**src/rtl/covar_pkg.sv**
```systemverilog
// Shared types and helpers for the covariance accumulator slice: sample/result
// widths, the accumulate/finalise FSM state encoding, and the 16-bit
// saturation functions used when scaling (co)variances and means.
package covar_pkg;

  localparam int SMP_W = 16;  // sample width (signed)
  localparam int RES_W = 16;  // result width

  typedef enum logic [2:0] {
    ST_ACC  = 3'd0,
    ST_FIN1 = 3'd1,
    ST_FIN2 = 3'd2,
    ST_FIN3 = 3'd3,
    ST_OUT  = 3'd4
  } state_t;

  // Clamp a signed value to the unsigned 16-bit range [0, 65535].
  function automatic logic [RES_W-1:0] sat_u16(input logic signed [63:0] v);
    logic [RES_W-1:0] res;
    if (v < 64'sd0) begin
      res = '0;
    end else if (v > 64'sd65535) begin
      res = 16'hFFFF;
    end else begin
      res = v[RES_W-1:0];
    end
    return res;
  endfunction

  // Clamp a signed value to the signed 16-bit range [-32768, 32767].
  function automatic logic [RES_W-1:0] sat_s16(input logic signed [63:0] v);
    logic [RES_W-1:0] res;
    if (v > 64'sd32767) begin
      res = 16'h7FFF;
    end else if (v < -64'sd32768) begin
      res = 16'h8000;
    end else begin
      res = v[RES_W-1:0];
    end
    return res;
  endfunction

endpackage

```
**src/rtl/covar_finalise.sv**
```systemverilog
// Finalise datapath: one shared multiplier turns window sums into a scaled,
// saturated (co)variance; combinational, the step input picks the operands.
// Ports: i_step (FIN1=var_x, FIN2=var_y, FIN3=covar_xy), i_sx/i_sy (linear
//   sums), i_sxx/i_syy/i_sxy (quadratic sums), o_res (16-bit result bits).
module covar_finalise
  import covar_pkg::*;
#(
  parameter int LOG2N     = 4,
  parameter int VAR_SHIFT = 14
) (
  input  state_t                          i_step,
  input  logic signed [SMP_W+LOG2N-1:0]   i_sx,
  input  logic signed [SMP_W+LOG2N-1:0]   i_sy,
  input  logic signed [2*SMP_W+LOG2N-1:0] i_sxx,
  input  logic signed [2*SMP_W+LOG2N-1:0] i_syy,
  input  logic signed [2*SMP_W+LOG2N-1:0] i_sxy,
  output logic        [RES_W-1:0]         o_res
);

  localparam int SW = SMP_W + LOG2N;       // linear sum width
  localparam int QW = 2*SMP_W + LOG2N;     // quadratic sum width
  localparam int PW = 2*SW;                // Sp*Sq product width
  localparam int DW = PW + 1;              // exact N*Sqq - Sp*Sq width
  localparam int SH = 2*LOG2N + VAR_SHIFT; // /N^2 plus output scaling

  logic signed [SW-1:0] w_p;
  logic signed [SW-1:0] w_q;
  logic signed [QW-1:0] w_qq;
  logic signed [PW-1:0] w_prod;
  logic signed [DW-1:0] w_qq_sh;
  logic signed [DW-1:0] w_prod_x;
  logic signed [DW-1:0] w_d;
  logic signed [DW-1:0] w_r;
  logic signed [63:0]   w_r64;

  // Operand select; FIN1 operands double as the idle default.
  always_comb begin
    w_p  = i_sx;
    w_q  = i_sx;
    w_qq = i_sxx;
    case (i_step)
      ST_FIN2: begin
        w_p  = i_sy;
        w_q  = i_sy;
        w_qq = i_syy;
      end
      ST_FIN3: begin
        w_q  = i_sy;
        w_qq = i_sxy;
      end
      default: ;
    endcase
  end

  assign w_prod   = w_p * w_q;
  // N*Sqq as a left shift, sign-extended by one bit to the exact D width.
  assign w_qq_sh  = {w_qq[QW-1], w_qq, {LOG2N{1'b0}}};
  assign w_prod_x = {w_prod[PW-1], w_prod};
  assign w_d      = w_qq_sh - w_prod_x;
  // Arithmetic shift floors toward -inf, so small negative covariances become -1.
  assign w_r      = w_d >>> SH;
  assign w_r64    = {{(64-DW){w_r[DW-1]}}, w_r};

  assign o_res = (i_step == ST_FIN3) ? sat_s16(w_r64) : sat_u16(w_r64);

endmodule

```
**src/rtl/covar_accum.sv**
```systemverilog
// Window (co)variance accumulator: sums 2**LOG2N signed (x,y) pairs, then
// emits var_x, var_y, covar_xy as one valid/ready beat (result 4 cycles after
// the cycle the last pair is presented); in_ready drops while finalising and
// while the result beat is stalled. Optional macro COVAR_MEAN_OUT_EN adds
// mean_x/mean_y outputs.
// Ports: clk, rst_n (sync, active-low); in_valid/in_ready/in_x/in_y sample
//   stream; win_clr restarts a partial window; out_valid/out_ready result
//   handshake; var_x, var_y (unsigned), covar_xy (signed) results.
module covar_accum
  import covar_pkg::*;
#(
  parameter int LOG2N     = 4,
  parameter int VAR_SHIFT = 14
) (
  input  logic                    clk,
  input  logic                    rst_n,
  input  logic                    in_valid,
  output logic                    in_ready,
  input  logic signed [SMP_W-1:0] in_x,
  input  logic signed [SMP_W-1:0] in_y,
  input  logic                    win_clr,
  output logic                    out_valid,
  input  logic                    out_ready,
  output logic        [RES_W-1:0] var_x,
  output logic        [RES_W-1:0] var_y,
  output logic signed [RES_W-1:0] covar_xy
`ifdef COVAR_MEAN_OUT_EN
  ,
  output logic signed [RES_W-1:0] mean_x,
  output logic signed [RES_W-1:0] mean_y
`endif
);

  localparam int SW = SMP_W + LOG2N;
  localparam int QW = 2*SMP_W + LOG2N;
  localparam logic [LOG2N-1:0] CNT_LAST = '1;  // N-1

  state_t r_state;
  state_t w_state_nxt;

  logic [LOG2N-1:0]     r_cnt;
  logic signed [SW-1:0] r_sx;
  logic signed [SW-1:0] r_sy;
  logic signed [QW-1:0] r_sxx;
  logic signed [QW-1:0] r_syy;
  logic signed [QW-1:0] r_sxy;

  logic [RES_W-1:0] r_var_x;
  logic [RES_W-1:0] r_var_y;
  logic [RES_W-1:0] r_covar;

  logic w_accept;
  logic signed [2*SMP_W-1:0] w_xx;
  logic signed [2*SMP_W-1:0] w_yy;
  logic signed [2*SMP_W-1:0] w_xy;
  logic [RES_W-1:0] w_fin_res;

  // Clear wins over a sample presented in the same cycle.
  assign w_accept = (r_state == ST_ACC) && in_valid && !win_clr;

  assign w_xx = in_x * in_x;
  assign w_yy = in_y * in_y;
  assign w_xy = in_x * in_y;

  covar_finalise #(
    .LOG2N     (LOG2N),
    .VAR_SHIFT (VAR_SHIFT)
  ) u_fin (
    .i_step (r_state),
    .i_sx   (r_sx),
    .i_sy   (r_sy),
    .i_sxx  (r_sxx),
    .i_syy  (r_syy),
    .i_sxy  (r_sxy),
    .o_res  (w_fin_res)
  );

  // State register
  always_ff @(posedge clk) begin
    if (!rst_n) begin
      r_state <= ST_ACC;
    end else begin
      r_state <= w_state_nxt;
    end
  end

  // Next state and handshake outputs
  always_comb begin
    w_state_nxt = r_state;
    in_ready    = 1'b0;
    out_valid   = 1'b0;
    case (r_state)
      ST_ACC: begin
        in_ready = 1'b1;
        if (w_accept && (r_cnt == CNT_LAST)) begin
          w_state_nxt = ST_FIN1;
        end
      end
      ST_FIN1: w_state_nxt = ST_FIN2;
      ST_FIN2: w_state_nxt = ST_FIN3;
      ST_FIN3: w_state_nxt = ST_OUT;
      ST_OUT: begin
        out_valid = 1'b1;
        if (out_ready) begin
          w_state_nxt = ST_ACC;
        end
      end
      default: w_state_nxt = ST_ACC;
    endcase
  end

  // Accumulators and counter
  always_ff @(posedge clk) begin
    if (!rst_n) begin
      r_cnt <= '0;
      r_sx  <= '0;
      r_sy  <= '0;
      r_sxx <= '0;
      r_syy <= '0;
      r_sxy <= '0;
    end else if (((r_state == ST_ACC) && win_clr) ||
                 ((r_state == ST_OUT) && out_ready)) begin
      r_cnt <= '0;
      r_sx  <= '0;
      r_sy  <= '0;
      r_sxx <= '0;
      r_syy <= '0;
      r_sxy <= '0;
    end else if (w_accept) begin
      // Counter wraps to 0 on the window's last pair.
      r_cnt <= r_cnt + 1'b1;
      r_sx  <= r_sx  + {{LOG2N{in_x[SMP_W-1]}}, in_x};
      r_sy  <= r_sy  + {{LOG2N{in_y[SMP_W-1]}}, in_y};
      r_sxx <= r_sxx + {{LOG2N{w_xx[2*SMP_W-1]}}, w_xx};
      r_syy <= r_syy + {{LOG2N{w_yy[2*SMP_W-1]}}, w_yy};
      r_sxy <= r_sxy + {{LOG2N{w_xy[2*SMP_W-1]}}, w_xy};
    end
  end

  // Result registers, one written per finalise step, held through OUT.
  always_ff @(posedge clk) begin
    if (!rst_n) begin
      r_var_x <= '0;
      r_var_y <= '0;
      r_covar <= '0;
    end else begin
      case (r_state)
        ST_FIN1: r_var_x <= w_fin_res;
        ST_FIN2: r_var_y <= w_fin_res;
        ST_FIN3: r_covar <= w_fin_res;
        default: ;
      endcase
    end
  end

  assign var_x    = r_var_x;
  assign var_y    = r_var_y;
  assign covar_xy = r_covar;

`ifdef COVAR_MEAN_OUT_EN
  logic signed [RES_W-1:0] r_mean_x;
  logic signed [RES_W-1:0] r_mean_y;
  logic signed [63:0]      w_sx_ext;
  logic signed [63:0]      w_sy_ext;

  assign w_sx_ext = {{(64-SW){r_sx[SW-1]}}, r_sx};
  assign w_sy_ext = {{(64-SW){r_sy[SW-1]}}, r_sy};

  always_ff @(posedge clk) begin
    if (!rst_n) begin
      r_mean_x <= '0;
      r_mean_y <= '0;
    end else if (r_state == ST_FIN1) begin
      r_mean_x <= sat_s16(w_sx_ext >>> LOG2N);
      r_mean_y <= sat_s16(w_sy_ext >>> LOG2N);
    end
  end

  assign mean_x = r_mean_x;
  assign mean_y = r_mean_y;
`endif

endmodule

```
**config.mk**
```make
export PLATFORM = sky130hd
export DESIGN_NAME = covar_accum
export DESIGN_NICKNAME = d
export VERILOG_FILES = /design/src/rtl/covar_pkg.sv /design/src/rtl/covar_finalise.sv /design/src/rtl/covar_accum.sv
export SDC_FILE = /design/constraint.sdc
export NUM_CORES = 2
export LEC_CHECK = 0
export CAP_MARGIN = 30
export CORE_MARGIN = 2
export CORE_UTILIZATION = 25
export DETAILED_ROUTE_END_ITERATION = 16
export SLEW_MARGIN = 5
export SYNTH_ARGS = -nofsm -noshare
export SYNTH_HDL_FRONTEND = slang
export SYNTH_SLANG_ARGS = --single-unit
```
**constraint.sdc**
```tcl
create_clock -name clk -period 17.8 [get_ports clk]
set_input_delay 3.56 -clock clk [delete_from_list [all_inputs] [get_ports clk]]
set_output_delay 3.56 -clock clk [all_outputs]
set_load 0.1 [all_outputs]
```
==> results.md <==
- The run finished with clean final reports.
- CTS built an H-tree with a depth of 1.
- Static timing analysis puts the maximum clock frequency at 75.0 MHz.
- The total via count in the routed design is 44471.
- The violation count after the first detailed-route iteration is 2900.
- The required arrival time at the worst endpoint is 18.31 ns.
- The synthesized design spends more area on one cell type than any other, namely sky130_fd_sc_hd__fa_1.
- The smallest clock period supported by the final layout is computed as 13.34 ns.
- The number of instances in the synthesized netlist is 6713.
- The count of max-cap constraint violations is 0.
- Global routing consumed, over all layers together, 14.0% of the routing resources.
- The half-perimeter wire length of the detailed placement result is 131000 um.
- Sorting the synthesized cells by how often they occur yields 1470 x sky130_fd_sc_hd__inv_1, 1210 x sky130_fd_sc_hd__fa_1, 944 x sky130_fd_sc_hd__nand2_1.
- The library cell appearing most often on the critical path is sky130_fd_sc_hd__fa_1.
- Counting both buffers and inverters, the worst setup path holds a total of 5.
- The total placed cells including tap cells is 9659.
- The number of DRC violations after detailed routing is 0.
- The final cycle utilization of the critical path is 74.9%.
- The critical path is of the in2reg type.
- The dominant delay contributor by cell family on the critical path is compound AO/OA/AOI/OAI gates.
- The number of vias per cell is 4.58.
- The final total negative setup slack is 0 ns.
- The number of sinks on the clock net is 203.
- The region available for standard cell placement spans 230000 sq um.
- Setup repair after global routing left no endpoint under its margin.
- Summed over all layers, the global routing overflow is 0.
- The clock root buffer is sky130_fd_sc_hd__clkbuf_16.
- The initial utilization of the core area, before any placement, comes to 25.2%.
- The first-pass iteration count of the detailed router is 6.
- The number of global-route vias before repair came to 47582.
- The detail route stage leaves a number of antenna-violating nets equal to 0.
- The filler cell count in the final layout is 24411.
- The final hold violation count is 0.
- In this run the core area contains 176 standard-cell rows.
- The maximum single-stage delay on the critical path is 0.87 ns.
- The critical-path cell with the highest stage delay is sky130_fd_sc_hd__clkinv_1.
- The count of flip-flops with a built-in enable after synthesis is 0.
- After synthesis, the netlist uses 87 different library cells.
- The netlist area before placement is 57900 sq um.
- Counting along the longest clock path gives a buffer depth of 3.
- The worst hold slack is 0.459 ns.
- The number of warnings issued by yosys is 0.
- Ranked by total cell area, the synthesized netlist is headed by sky130_fd_sc_hd__fa_1 42%, sky130_fd_sc_hd__ha_1 11%, sky130_fd_sc_hd__inv_1 9.5%.
- The wire length of the first global-routing pass is 264000 um.
- The final wirelength is 163000 um.
- The clock arrives with 0.0562 ns of skew.
- The worst-case headroom to the max-slew limit is 30.5%.
- After the last flow step, the layout net total stands at 8420.
- The post-CTS setup repair buffer count is 0.
- The number of placed I/O pins is 87.
- At the end of routability-driven placement, the weighted congestion stood at 0.916.
- The fraction of layout instances using a drive strength above 1 is 2.95%.
- The proportion of synthesized chip area in sequential cells is 7.02%.
- Averaged over all synthesized cells, the footprint is 8.62 sq um.
- The number of non-filler instances in the completed layout is 9709.
- The overall die area is 235000 sq um.
- STA classifies the critical path startpoint as a primary input.
- In this run the worst path has a maximum fanout of 21.
- Yosys instantiated no cell more often than sky130_fd_sc_hd__inv_1.
- Clock tree synthesis inserted a total of 26 buffers.
- The source-to-sink clock delay at the later pin of the worst-skew pair is 0.63 ns.
- The number of register bits inferred by synthesis is 203.
- After clock tree synthesis, the clock-pin slew on the worst setup and hold paths is 0.06 ns.
- The area occupied by multi-input gates is 47400 sq um.
- The critical path capture point type is a flip-flop.
- The CTS tree is done.
- The largest net degree at the start of global routing is 159.
- The floorplan step set the die width to 485 um.
- The number of nets handed over by synthesis was 8471.
- For the worst setup path, the data arrival time is 13.85 ns.
- In the final layout, flip-flops and latches occupy 4070 sq um.
- The min-delay analysis places its worst path in the category reg2reg.
- The share of synthesized registers carrying an async set or reset is 0%.
- The count of instances resized after the clock tree is built is 0.
- The number of input and output port buffers inserted is 86.
- The floorplan step set the die height to 485 um.
- The max-slew violation count is 0.
- The number of antenna violations at the first check in global routing was 4.
- From synthesis to final layout, the design area changed by 9.15%.
- Setup violations remaining at the end of the flow were counted as 0.
- In the synthesized netlist the dominant register cell turns out to be sky130_fd_sc_hd__dfxtp_1.
- After detailed routing, the average wire length per cell comes to 16.8 um.
- The cts-stage hold buffer count is 0.
- The transition at the pin with the smallest max-transition slack is 1.04 ns.
- The synthesized design devotes to its leading area cell type 41.9% of total area.
-- cells in the final DEF, fill, tap and decap left out, types with 78 or more instances in the layout --
cell type                         instances
sky130_fd_sc_hd__and2_1                 170
sky130_fd_sc_hd__ha_1                   511
sky130_fd_sc_hd__fa_1                  1210
sky130_fd_sc_hd__a21o_1                 109
sky130_fd_sc_hd__a21oi_1                356
sky130_fd_sc_hd__nand2_1                944
sky130_fd_sc_hd__clkdlybuf4s50_1         78
sky130_fd_sc_hd__inv_1                 1470
sky130_fd_sc_hd__dfxtp_1                202
sky130_fd_sc_hd__nor2_1                 386
sky130_fd_sc_hd__o21ai_0                173
sky130_fd_sc_hd__xnor2_1                195
-- registers in the layout, summed over array words and instances (netlist names) --
name and cells:
r_sxx 36, r_sxy 36, r_syy 36, r_sx 20, r_sy 20, covar_xy 16
var_x 16, var_y 16, r_cnt 4, r_state 3
-- logic make-up after synthesis --
group | count (synthesis) | synth area share [%]
AOI/OAI and AO/OA | 891 | 9.48
xor gates and xnor gates | 262 | 3.98
adders and majority gates | 1721 | 52.9
buffers and inverters | 1720 | 11.2
DFF | 203 | 7.02
muxes | 88 | 1.56
and+or+nand+nor | 1828 | 13.9
-- per-layer routing --
metal,GRT usage [%],vias up,wire (um)
li1,-,20459,-
met1,18.2,22515,70100
met2,24.5,1237,79000
met3,1.17,254,7920
met4,4.63,6,6010
met5,0,-,44
-- through the flow --
| stage | utilization [%] | setup WS [ns] | cell area [sq um] |
|---|---|---|---|
| after detailed placement | 27.0 | 3.98 | 62200 |
| final | 27.5 | 4.46 | 63200 |
| after global routing | 27.4 | 3.81 | 63200 |
| after CTS | 27.4 | 4.56 | 63100 |
| after floorplan | - | 6.11 | 57900 |
| after global placement | 27.0 | 4.08 | 62100 |
-- worst paths after layout --
kind	slack [ns]	to	from	cells past startpoint
max	4.46	r_sxx[35]	in_x[1]	34
min	0.46	var_x[4]	var_x[4]	2
max reg2reg	7.03	var_y[13]	r_state[2]	29
min reg2reg	0.46	var_x[4]	var_x[4]	2
-- worst reg2reg max path: cells and delay by family (launching register included) --
kind / cells / cell delay (ns)
compound gates: 5 / 1.52
fa+ha+maj: 8 / 4.33
simple gates: 10 / 3.01
flops: 1 / 0.31
buf+inv: 6 / 1.46
-- cell type report --
class                      instances  area share, %
clock buffer                      29           1.10
multi-input combinational       4790           75.0
tap                             3026           5.99
clock inverter                    19          0.396
sequential                       203           6.44
timing repair buffer             161           2.29
antenna                            1        0.00396
inverter                        1480           8.79
Power is left out: the tool's default activity adds up to more than one toggle a clock period on the data nets, which glitch-free logic cannot reach.
